## src/rtl/shell_bus_pkg.sv

```systemverilog
// Shared types for the shell bus responder.
// State encoding, bus select encoding and bus width.
package shell_bus_pkg;

   localparam int BUS_W = 16;

   localparam logic SEL_ROM = 1'b0;
   localparam logic SEL_RAM = 1'b1;

   typedef enum logic [2:0] {
      ST_IDLE,
      ST_HALT_WAIT,
      ST_ACCESS,
      ST_READ_WAIT,
      ST_RESP
   } state_t;

   typedef struct packed {
      logic             wr;
      logic             sel;
      logic [BUS_W-1:0] addr;
      logic [BUS_W-1:0] data;
   } req_t;

endpackage

```

## src/rtl/shell_bus_timer.sv

```systemverilog
// Halt-acknowledge watchdog: load, count down, expire.
// Only instantiated when SHELL_BUS_TIMEOUT_EN is defined.
module shell_bus_timer
   import shell_bus_pkg::*;
#(
   parameter int CYCLES = 1024
) (
   input  logic CLK,
   input  logic RST,
   input  logic i_Load,
   input  logic i_Count,
   output logic o_Expire
);

   localparam int W = $clog2(CYCLES) + 1;

   logic [W-1:0] cnt_q;

   // Load with CYCLES-1 so expiry lands on the last allowed wait cycle
   always_ff @(posedge CLK) begin
      if (!RST) begin
         cnt_q <= '0;
      end else if (i_Load) begin
         cnt_q <= W'(CYCLES - 1);
      end else if (i_Count && cnt_q != '0) begin
         cnt_q <= cnt_q - W'(1);
      end
   end

   assign o_Expire = (cnt_q == '0);

endmodule

```

## src/rtl/shell_bus_responder.sv

```systemverilog
// Shell bus responder: halts the Hack CPU and performs one ROM/RAM access.
// Optional halt-ack timeout enabled with `define SHELL_BUS_TIMEOUT_EN.
module shell_bus_responder
   import shell_bus_pkg::*;
#(
   parameter int RD_LATENCY     = 1,
   parameter int TIMEOUT_CYCLES = 1024
) (
   input  logic        CLK,
   input  logic        RST,
   input  logic        i_Bus_CS,
   input  logic        i_Bus_Wr_Rd_n,
   input  logic        i_Bus_Sel,
   input  logic [15:0] i_Bus_Addr,
   input  logic [15:0] i_Bus_Wr_Data,
   output logic        o_Bus_Busy,
   output logic        o_Bus_Rd_DV,
   output logic [15:0] o_Bus_Rd_Data,
   output logic        o_Bus_Wr_Done,
   output logic        o_Bus_Err,
   output logic        o_Halt_Req,
   input  logic        i_Halt_Ack,
   output logic [15:0] o_Mem_Addr,
   output logic [15:0] o_Mem_Wr_Data,
   output logic        o_ROM_We,
   output logic        o_RAM_We,
   output logic        o_Mem_Re,
   input  logic [15:0] i_Mem_Rd_Data
);

   state_t     state_q;
   state_t     state_d;
   req_t       req_q;
   logic [2:0] rd_cnt_q;
   logic [15:0] rd_data_q;
   logic       expire;
   logic       resp_err;
   logic       accept;

   assign accept = (state_q == ST_IDLE) && i_Bus_CS;

`ifdef SHELL_BUS_TIMEOUT_EN
   logic err_q;

   shell_bus_timer #(
      .CYCLES (TIMEOUT_CYCLES)
   ) u_timer (
      .CLK      (CLK),
      .RST      (RST),
      .i_Load   (accept),
      .i_Count  (state_q == ST_HALT_WAIT),
      .o_Expire (expire)
   );

   // Remember that RESP was reached by timeout rather than by an access
   always_ff @(posedge CLK) begin
      if (!RST) begin
         err_q <= 1'b0;
      end else if (state_q == ST_HALT_WAIT) begin
         err_q <= !i_Halt_Ack && expire;
      end else if (state_q == ST_IDLE) begin
         err_q <= 1'b0;
      end
   end

   assign resp_err = err_q;
`else
   assign expire   = 1'b0;
   assign resp_err = 1'b0;
`endif

   // State register
   always_ff @(posedge CLK) begin
      if (!RST) begin
         state_q <= ST_IDLE;
      end else begin
         state_q <= state_d;
      end
   end

   // Capture the request only when it is accepted from IDLE
   always_ff @(posedge CLK) begin
      if (!RST) begin
         req_q <= '0;
      end else if (accept) begin
         req_q.wr   <= i_Bus_Wr_Rd_n;
         req_q.sel  <= i_Bus_Sel;
         req_q.addr <= i_Bus_Addr;
         req_q.data <= i_Bus_Wr_Data;
      end
   end

   // Read latency counter: loaded in ACCESS, runs down in READ_WAIT
   always_ff @(posedge CLK) begin
      if (!RST) begin
         rd_cnt_q <= '0;
      end else if (state_q == ST_ACCESS) begin
         rd_cnt_q <= 3'(RD_LATENCY - 1);
      end else if (state_q == ST_READ_WAIT && rd_cnt_q != '0) begin
         rd_cnt_q <= rd_cnt_q - 3'd1;
      end
   end

   // Latch memory data on the last READ_WAIT cycle; held otherwise
   always_ff @(posedge CLK) begin
      if (!RST) begin
         rd_data_q <= '0;
      end else if (state_q == ST_READ_WAIT && rd_cnt_q == '0) begin
         rd_data_q <= i_Mem_Rd_Data;
      end
   end

   // Next-state and strobe decode
   always_comb begin
      state_d       = state_q;
      o_Bus_Busy    = (state_q != ST_IDLE);
      o_Halt_Req    = 1'b0;
      o_ROM_We      = 1'b0;
      o_RAM_We      = 1'b0;
      o_Mem_Re      = 1'b0;
      o_Bus_Wr_Done = 1'b0;
      o_Bus_Rd_DV   = 1'b0;
      o_Bus_Err     = 1'b0;
      unique case (state_q)
         ST_IDLE: begin
            if (i_Bus_CS) state_d = ST_HALT_WAIT;
         end
         ST_HALT_WAIT: begin
            o_Halt_Req = 1'b1;
            if (i_Halt_Ack) state_d = ST_ACCESS;
            else if (expire) state_d = ST_RESP;
         end
         ST_ACCESS: begin
            o_Halt_Req = 1'b1;
            if (req_q.wr) begin
               o_ROM_We = (req_q.sel == SEL_ROM);
               o_RAM_We = (req_q.sel == SEL_RAM);
               state_d  = ST_RESP;
            end else begin
               o_Mem_Re = 1'b1;
               state_d  = ST_READ_WAIT;
            end
         end
         ST_READ_WAIT: begin
            o_Halt_Req = 1'b1;
            if (rd_cnt_q == '0) state_d = ST_RESP;
         end
         ST_RESP: begin
            o_Bus_Err     = resp_err;
            o_Bus_Wr_Done = req_q.wr && !resp_err;
            o_Bus_Rd_DV   = !req_q.wr && !resp_err;
            state_d       = ST_IDLE;
         end
         default: begin
            state_d = ST_IDLE;
         end
      endcase
   end

   assign o_Mem_Addr    = req_q.addr;
   assign o_Mem_Wr_Data = req_q.data;
   assign o_Bus_Rd_Data = rd_data_q;

endmodule

```

## config.mk

```make
export PLATFORM = sky130hd
export DESIGN_NAME = shell_bus_responder
export DESIGN_NICKNAME = d
export VERILOG_FILES = /design/src/rtl/shell_bus_pkg.sv /design/src/rtl/shell_bus_timer.sv /design/src/rtl/shell_bus_responder.sv
export SDC_FILE = /design/constraint.sdc
export NUM_CORES = 1
export LEC_CHECK = 0
export CORE_MARGIN = 2
export CORE_UTILIZATION = 30
export CTS_CLUSTER_DIAMETER = 80
export DETAILED_ROUTE_END_ITERATION = 7
export PLACE_DENSITY = 0.58
export RECOVER_POWER = 100
export SLEW_MARGIN = 40
export SYNTH_ARGS = -nofsm -noshare
export SYNTH_HDL_FRONTEND = slang
export SYNTH_SLANG_ARGS = --single-unit
```

## constraint.sdc

```tcl
create_clock -name CLK -period 3.5 [get_ports CLK]
set_input_delay 0.875 -clock CLK [delete_from_list [all_inputs] [get_ports CLK]]
set_output_delay 0.875 -clock CLK [all_outputs]
set_load 0.01 [all_outputs]
```

==> results.md, run 1 <==
Drt:
- The first-pass detailed-route iteration total is 4.
- The final layout contains routed wiring with a total length of 5338 µm.
- The via density per instance is 4.432.
- After detailed routing, the average wire length per cell comes to 11.48 µm.
- The routed layout has 2061 vias.
- The number of remaining DRC errors is 0.
- In this run, the number of DRC markers left after iteration 0 of detailed routing was 64.
- The antenna violation net count after detailed routing is 0.

Critical path:
- The worst setup path is launched from a flip-flop.
- The critical path is of the flip-flop to output port type.
- The critical path required time is 2.62 ns.
- The signal on the critical path passes through nand2b_1 > nor4b_1 > dlygate4sd3_1.
- The maximum fanout along the worst path is 10.
- The largest single stage delay on the critical path is 0.64 ns.
- Data on the critical path arrives at its endpoint at 1.87 ns.
- The slowest stage of the critical path is the dlygate4sd3_1 cell.
- STA classifies the critical path endpoint as an output port.

GRT:
- The largest net degree at the start of global routing is 72.
- The first global-routing pass estimated 8604 µm of wire.
- The number of antenna violations at the first check in global routing is 0.
- Summed over all layers, the global routing overflow is 0.
- The via count of the first global-routing pass is 1816.
- Across every metal layer, demand over resource in global routing totals 0.1182.

Synth:
- The post-synth design cell area is 2447 µm².
- The sequential cell area fraction in the yosys report is 0.4581.
- The number of warnings printed during yosys synthesis is 0.
- The count of state elements after synthesis is 56.
- The number of different library cells used by synthesis comes to 32.
- The synthesized net count is 355.
- The mean instance size in the synthesized netlist is 8.185 µm².
- Synthesis handed over a netlist of 299 instances.

Pwr:
- VDD sags by at most 0.0001540 V.
- Summing internal, switching and leakage power gives 1284 µW.
- In this run the power density over the cells is 379.0 nW/µm².
- Internal power comes to 943.8 µW.
- The relative contribution of the clock network to total power is 0.277.
- The net switching power is 339.9 µW.
- The fraction of power consumed by sequential logic is 0.542.
- The leakage power total is 0.001364 µW.
- Of the total power, combinational logic draws 0.180.
- The net switching share of the total power is 0.2648.

Die:
- The core region is 7807 µm².
- The die is 94.32 µm tall.
- The die is 94.32 µm wide.
- The floorplan step defined a die boundary enclosing 8896 µm².
- The count of boundary I/O pins is 110.
- The initial utilization of the core area, before any placement, comes to 0.3135.
- In this run the core area contains 32 standard-cell rows.

STA:
- At the pin with the least slew margin, the transition time is 1.318 ns.
- The portion of the clock cycle consumed by the worst path in the final layout is 0.7833.
- Setup repair after global routing left no endpoint under its margin.
- Timing would allow up to 364.8 MHz.
- Setup slack on the critical path of the routed design comes to 0.7585 ns.
- Measured against its own limit, the worst slew margin works out to 0.1214.
- The number of hold violations in the final report is 0.
- The final critical-path required period is 2.742 ns.
- The number of max-slew violations in the final report is 0.
- The clock skew after layout is 0.005759 ns.
- The final-report setup violation count is 0.
- The setup total negative slack is 0 ns.

Final layout:
- The proportion of layout cells with a drive suffix above 1 is 0.04132.
- Relative to the synthesized area, the layout overhead comes to 38.39%.
- The final layout contains 418 nets.
- The layout has 808 filler cells.
- The total inserted antenna cells is 0.
- The top cell types in the final layout, fill and taps aside, are 56 x dlygate4sd3_1, 56 x dfxtp_1, 52 x nand2_1.
- The end-of-flow core utilization is 0.4338.

Placed design:
- The HPWL after detailed placement is 3786 µm.
- The pre-CTS setup slack is 1.028 ns.
- At the end of routability-driven placement, the weighted congestion stood at 0.7080.
- The total of buffers placed on input and output ports is 108.

CTS:
- TritonCTS built the clock tree.
- Clock latency on the worst-skew pair, taken at its later pin, is 0.30 ns.
- The clock sink total is 56.
- The post-cts repair resize count is 0.
- For this design, the CTS-stage hold fixing added 0 buffers.
- The H-tree was split into 2 levels.
- The root buffer cell chosen for the clock tree is clkbuf_8.
- Counting the buffers created by CTS gives 5.
- The clock transition at the register clock pins on the worst setup and hold paths after CTS is 0.10 ns.
- In this run the post-CTS setup repair buffer count came out at 0.
- The buffer levels on the longest clock path is 2.

Min path:
- The path class of the tightest hold or removal check is flip-flop to flip-flop.

Job:
- The number of max-capacitance violations reported is 0.

Outcome:
- The flow ran to the end, and the final reports show no timing, DRC or antenna violations.
==> power by group through the flow <==
stage | clock [µW] | sequential [µW] | combinational [µW]
final | 356 | 696 | 231
after global routing | 407 | 702 | 257
after detailed placement | 0 | 714 | 252
after CTS | 384 | 699 | 253
after global placement | 0 | 712 | 249
after floorplan | 0 | 706 | 159
==> sequential cells by signal, summed over array words and instances, names as in the netlist <==
signal	count
req_q	2
o_Mem_Wr_Data	16
rd_cnt_q	3
o_Mem_Addr	16
o_Bus_Rd_Data	16
state_q	3
==> kinds of logic after synthesis <==
logic type / Yosys count / synth area share
DFF: 56 / 0.4581
and+or+nand+nor: 122 / 0.2439
buffers and inverters: 60 / 0.1580
AOI/OAI and AO/OA: 57 / 0.1242
other: 1 / 0.001532
adders and majority gates: 2 / 0.01022
muxes: 1 / 0.004090
==> per-stage QoR <==
stage | area (µm²) | hold WS (ns) | instances
6_report | 3387 | 0.4567 | 465
5_1_grt | 3387 | 0.4858 | 465
4_1_cts | 3411 | 0.4590 | 465
3_5_place_dp | 3319 | 0.4432 | 457
3_3_place_gp | 3301 | 0.4389 | 455
2_1_floorplan | 2447 | 0.4288 | 299
==> Yosys cell counts <==
library cell   n  share of area
dfxtp_1       56           0.46
nand2_1       52          0.080
nand3_1       50           0.10
o21ai_0       44          0.090
buf_4         33           0.10
clkbuf_1      13          0.020
o21ai_1        6          0.012
buf_2          5          0.010
buf_6          4          0.018
nand2b_1       4          0.010
inv_1          3         0.0046
nor2_1         3         0.0046
a21o_1         2         0.0061
a21oi_1        2         0.0041
a32o_1         2         0.0082
and3_1         2         0.0051
ha_1           2          0.010
nor2b_1        2         0.0051
a31o_2         1         0.0036
and4bb_2       1         0.0051
buf_1          1         0.0015
clkbuf_2       1         0.0020
conb_1         1         0.0015
mux2i_1        1         0.0041
nand3b_1       1         0.0031
nand4b_1       1         0.0036
nor3_1         1         0.0020
nor3b_1        1         0.0031
nor4b_1        1         0.0036
nor4b_4        1         0.0097
nor4bb_1       1         0.0041
or3_1          1         0.0026
==> layout make-up <==
| cell class | instances | area (µm²) | area share |
|---|---|---|---|
| Inverter | 3 | 11.26 | 0.003325 |
| Clock inverter | 3 | 22.52 | 0.006649 |
| Tap cell | 102 | 127.6 | 0.03768 |
| Clock buffer | 5 | 68.82 | 0.02032 |
| Sequential cell | 56 | 1121 | 0.3310 |
| Timing Repair Buffer | 113 | 1111 | 0.3280 |
| Multi-Input combinational cell | 183 | 924.6 | 0.2730 |
==> metal layers <==
layer / part of all wire / vias to the layer above / GRT usage
met5: 0 / - / 0
met4: 0.0030 / 0 / 0.02174
met3: 0.094 / 3 / 0.04494
met2: 0.45 / 67 / 0.1935
met1: 0.46 / 892 / 0.1499
li1: - / 1099 / -
==> worst max-delay path, delay by kind of cell, from the launching register on <==
family,cells,cell delay (ns)
flops,1,0.50
simple gates,2,0.42
buf+inv,1,0.64
==> path summary, 6_finish.rpt <==
| check | from | to | slack (ns) | depth (start not counted) |
|---|---|---|---|---|
| worst max-delay path | state_q[1] | o_ROM_We | 0.76 | 3 |
| worst min-delay path | o_Mem_Wr_Data[6] | o_Mem_Wr_Data[6] | 0.46 | 2 |
| worst max register to register | state_q[0] | o_Mem_Wr_Data[12] | 1.42 | 3 |
| worst min register to register | o_Mem_Wr_Data[6] | o_Mem_Wr_Data[6] | 0.46 | 2 |
(Power assumes the default switching activity.)
==> run 2: changes to the inputs <==
==> constraint.sdc (replaced) <==
create_clock -name CLK -period 2.6 [get_ports CLK]
set_input_delay 0.65 -clock CLK [delete_from_list [all_inputs] [get_ports CLK]]
set_output_delay 0.65 -clock CLK [all_outputs]
set_load 0.01 [all_outputs]
==> results.md, run 2 (synthesis results as in run 1) <==
Drt:
- The number of remaining DRC errors is 0 (unchanged).
- The first-pass detailed-route iteration total is 4 (unchanged).
- The routed via count was 2066 (was 2061).
- The antenna violation net count after detailed routing was 0 (unchanged).
- The number of design-rule violations left by the first detailed-router iteration was 37 (was 64).
- The via density per instance came to 4.453 (was 4.432).
- The post-detailed-routing wire length came to 5286 µm (was 5338 µm).
- The average wire per cell in the routed design is 11.39 µm (was 11.48 µm).

STA:
- The slew at the pin closest to its max-slew limit came to 1.486 ns (was 1.318 ns).
- The clock skew after layout is 0.007612 ns (was 0.005759 ns).
- The final-report setup violation count came to 0 (unchanged).
- The highest clock rate is 414.1 MHz.
- The relative slew slack is 0.009269 (was 0.1214).
- Unrepaired setup endpoints after global routing: false (unchanged).
- The setup total negative slack is 0 ns (unchanged).
- The number of hold violations in the final report is 0 (unchanged).
- The post-route worst hold slack was 0.4544 ns (was 0.4567 ns).
- The final critical-path required period is 2.415 ns.
- The number of max-slew violations in the final report is 0 (unchanged).
- Dividing the final minimum period by the clock period gives 0.9289.

Min path:
- The beginning of the worst hold path was o_Mem_Addr[1] (was o_Mem_Wr_Data[6]).
- The path category of the worst min-delay check is flip-flop to flip-flop (unchanged).
- The hold path endpoint is o_Mem_Addr[1] (was o_Mem_Wr_Data[6]).
- The depth of the worst hold-timing path is 2 (unchanged).

Critical path:
- The worst flop-to-flop path endpoint is o_Bus_Rd_Data[5] (was o_Mem_Wr_Data[12]).
- The critical path required time came to 1.95 ns (was 2.62 ns).
- The number of buffers and inverters on the critical path is 1 (unchanged).
- The startpoint type of the worst setup path is a flip-flop (unchanged).
- The internal reg-to-reg setup slack was 1.09 ns (was 1.42 ns).
- Worst path cell trace: nand2b_1 > nor4bb_1 > clkdlybuf4s50_1 (was nand2b_1 > nor4b_1 > dlygate4sd3_1).
- The number of cells on the worst reg-to-reg path is 7 (was 3).
- The cell type group with the largest total delay on the critical path is buffers and inverters (unchanged).
- The category of the critical setup timing path is flip-flop to output port (unchanged).
- The maximum cell stage delay along the critical path was 0.58 ns (was 0.64 ns).
- The sort of element at the end of the critical path is an output port (unchanged).
- The arrival time of data at the critical path endpoint is 1.77 ns (was 1.87 ns).
- The maximum fanout along the worst path is 9 (was 10).
- The reg-to-reg startpoint was rd_cnt_q[0] (was state_q[0]).
- The slowest cell on the critical path is clkdlybuf4s50_1 (was dlygate4sd3_1).

Pwr:
- The total power draw was 1742 µW (was 1284 µW).
- The internal portion of total power is 1302 µW (was 943.8 µW).
- The relative contribution of the clock network to total power is 0.277 (about the same).
- The peak supply drop is 0.0001811 V (was 0.0001540 V).
- The net switching share of the total power is 0.2524 (was 0.2648).
- The ratio of total power to cell area came to 511.0 nW/µm² (was 379.0 nW/µm²).
- The net switching power is 439.6 µW (was 339.9 µW).
- The share of total power in combinational logic is 0.184 (was 0.180).
- The fraction of power consumed by sequential logic came to 0.539 (was 0.542).
- The leakage power total is 0.001357 µW (was 0.001364 µW).

GRT:
- The number of antenna violations at the first check in global routing is 0 (unchanged).
- The global-route total usage across every layer is 0.1202 (was 0.1182).
- The via count of the first global-routing pass is 1990 (was 1816).
- The wire length of the first global-routing pass came to 8859 µm (was 8604 µm).
- The final global-route overflow total is 0 (unchanged).
- The largest net degree at the start of global routing is 84 (was 72).

Final layout:
- The combined area of the multi-input logic cells came to 939.7 µm² (was 924.6 µm²).
- The filler cell count was 825 (was 808).
- The total area of sequential cells is 1122 µm² (was 1121 µm²).
- The number of nets in the layout is 417 (was 418).
- The area overhead of the layout relative to synthesis is 39.26% (was 38.39%).
- The total inserted antenna cells came to 0 (unchanged).
- The most common library cell in the layout ignoring fill and taps is clkdlybuf4s50_1.
- Highest-count cells in the layout ignoring fill and taps: 56 x clkdlybuf4s50_1, 55 x dfxtp_1, 52 x nand2_1 (was 56 x dlygate4sd3_1, 56 x dfxtp_1, 52 x nand2_1).
- The proportion of layout cells with a drive suffix above 1 is 0.04420 (was 0.04132).

CTS:
- The clock sink total is 56 (unchanged).
- The post-cts repair resize count is 0 (unchanged).
- The clock transition at the register clock pins on the worst setup and hold paths after CTS is 0.09 ns (was 0.10 ns).
- The post-CTS setup buffer count is 0 (unchanged).
- The cts-stage hold buffer count was 0 (unchanged).
- The cell at the root of the clock tree is clkbuf_8 (unchanged).
- The buffer levels on the longest clock path is 2 (unchanged).
- The number of clock buffers inserted by TritonCTS came to 5 (unchanged).
- The worst-skew pair later-pin latency was 0.30 ns (about the same).
- The clock tree from TritonCTS is done (unchanged).
- The count of H-tree levels built during CTS was 2 (unchanged).

Die:
- The die span in y was 94.32 µm (unchanged).
- The standard cell core area is 7807 µm² (unchanged).
- The count of boundary I/O pins came to 110 (unchanged).
- The initial core utilization was 0.3135 (unchanged).
- The number of placement rows is 32 (unchanged).
- The width of the chip is 94.32 µm (unchanged).
- The die area is 8896 µm² (unchanged).

Job:
- The number of max-capacitance violations reported is 0 (unchanged).

Placed design:
- The weighted congestion at the end of routability-driven global placement is 0.6806 (was 0.7080).
- The total of buffers placed on input and output ports is 108 (unchanged).
- The sum of net half-perimeters after detailed placement is 3704 µm (was 3786 µm).

Outcome:
- Run status: finished, final reports clean (unchanged).
run 2: layout make-up:
class	count	share of cell area
clock buffers	7	0.02533
clock inverters	1	0.002203
inverters	3	0.003304
multi-input cells	183	0.2757
flip-flops and latches	56	0.3293
well taps	102	0.03744
repair buffers	112	0.3267
run 2: routing by layer:
metal	wire (µm)	part of all wire	vias to the layer above	GRT usage
met5	0	0	-	0
met4	8	0.0015	0	0.01812
met3	491	0.093	2	0.04254
met2	2419	0.46	67	0.2077
met1	2367	0.45	896	0.1470
li1	-	-	1101	-
run 2: worst max path at each step:
stage	from	to	slack (ns)	cells after the start
2_1_floorplan	state_q[2]	o_ROM_We	0.95	2
3_3_place_gp	state_q[1]	o_ROM_We	0.44	3
3_5_place_dp	state_q[1]	o_RAM_We	0.41	3
4_1_cts	state_q[1]	o_RAM_We	0.07	3
5_1_grt	state_q[2]	o_ROM_We	0.01	3
6_report	state_q[2]	o_RAM_We	0.18	3
run 2: tightest hold or removal path: stages, from the launching register on:
cell     delay [ns]
dfxtp_1        0.32
nand2_1        0.04
o21ai_0        0.06
run 2: stage by stage:
| stage | util | cell area, µm² | setup slack, ns | instances |
|---|---|---|---|---|
| 2_1_floorplan | - | 2447 | 0.9467 | 299 |
| 3_3_place_gp | 0.4253 | 3321 | 0.4401 | 456 |
| 3_5_place_dp | 0.4253 | 3321 | 0.4131 | 456 |
| 4_1_cts | 0.4373 | 3415 | 0.07400 | 464 |
| 5_1_grt | 0.4365 | 3408 | 0.01490 | 464 |
| 6_report | 0.4365 | 3408 | 0.1848 | 464 |
run 2: power by group through the flow:
stage,clock [µW],sequential [µW],combinational [µW]
CTS,523,941,346
finish,483,938,321
detailed placement,0,961,344
floorplan,0,950,215
global route,560,947,357
global placement,0,959,341
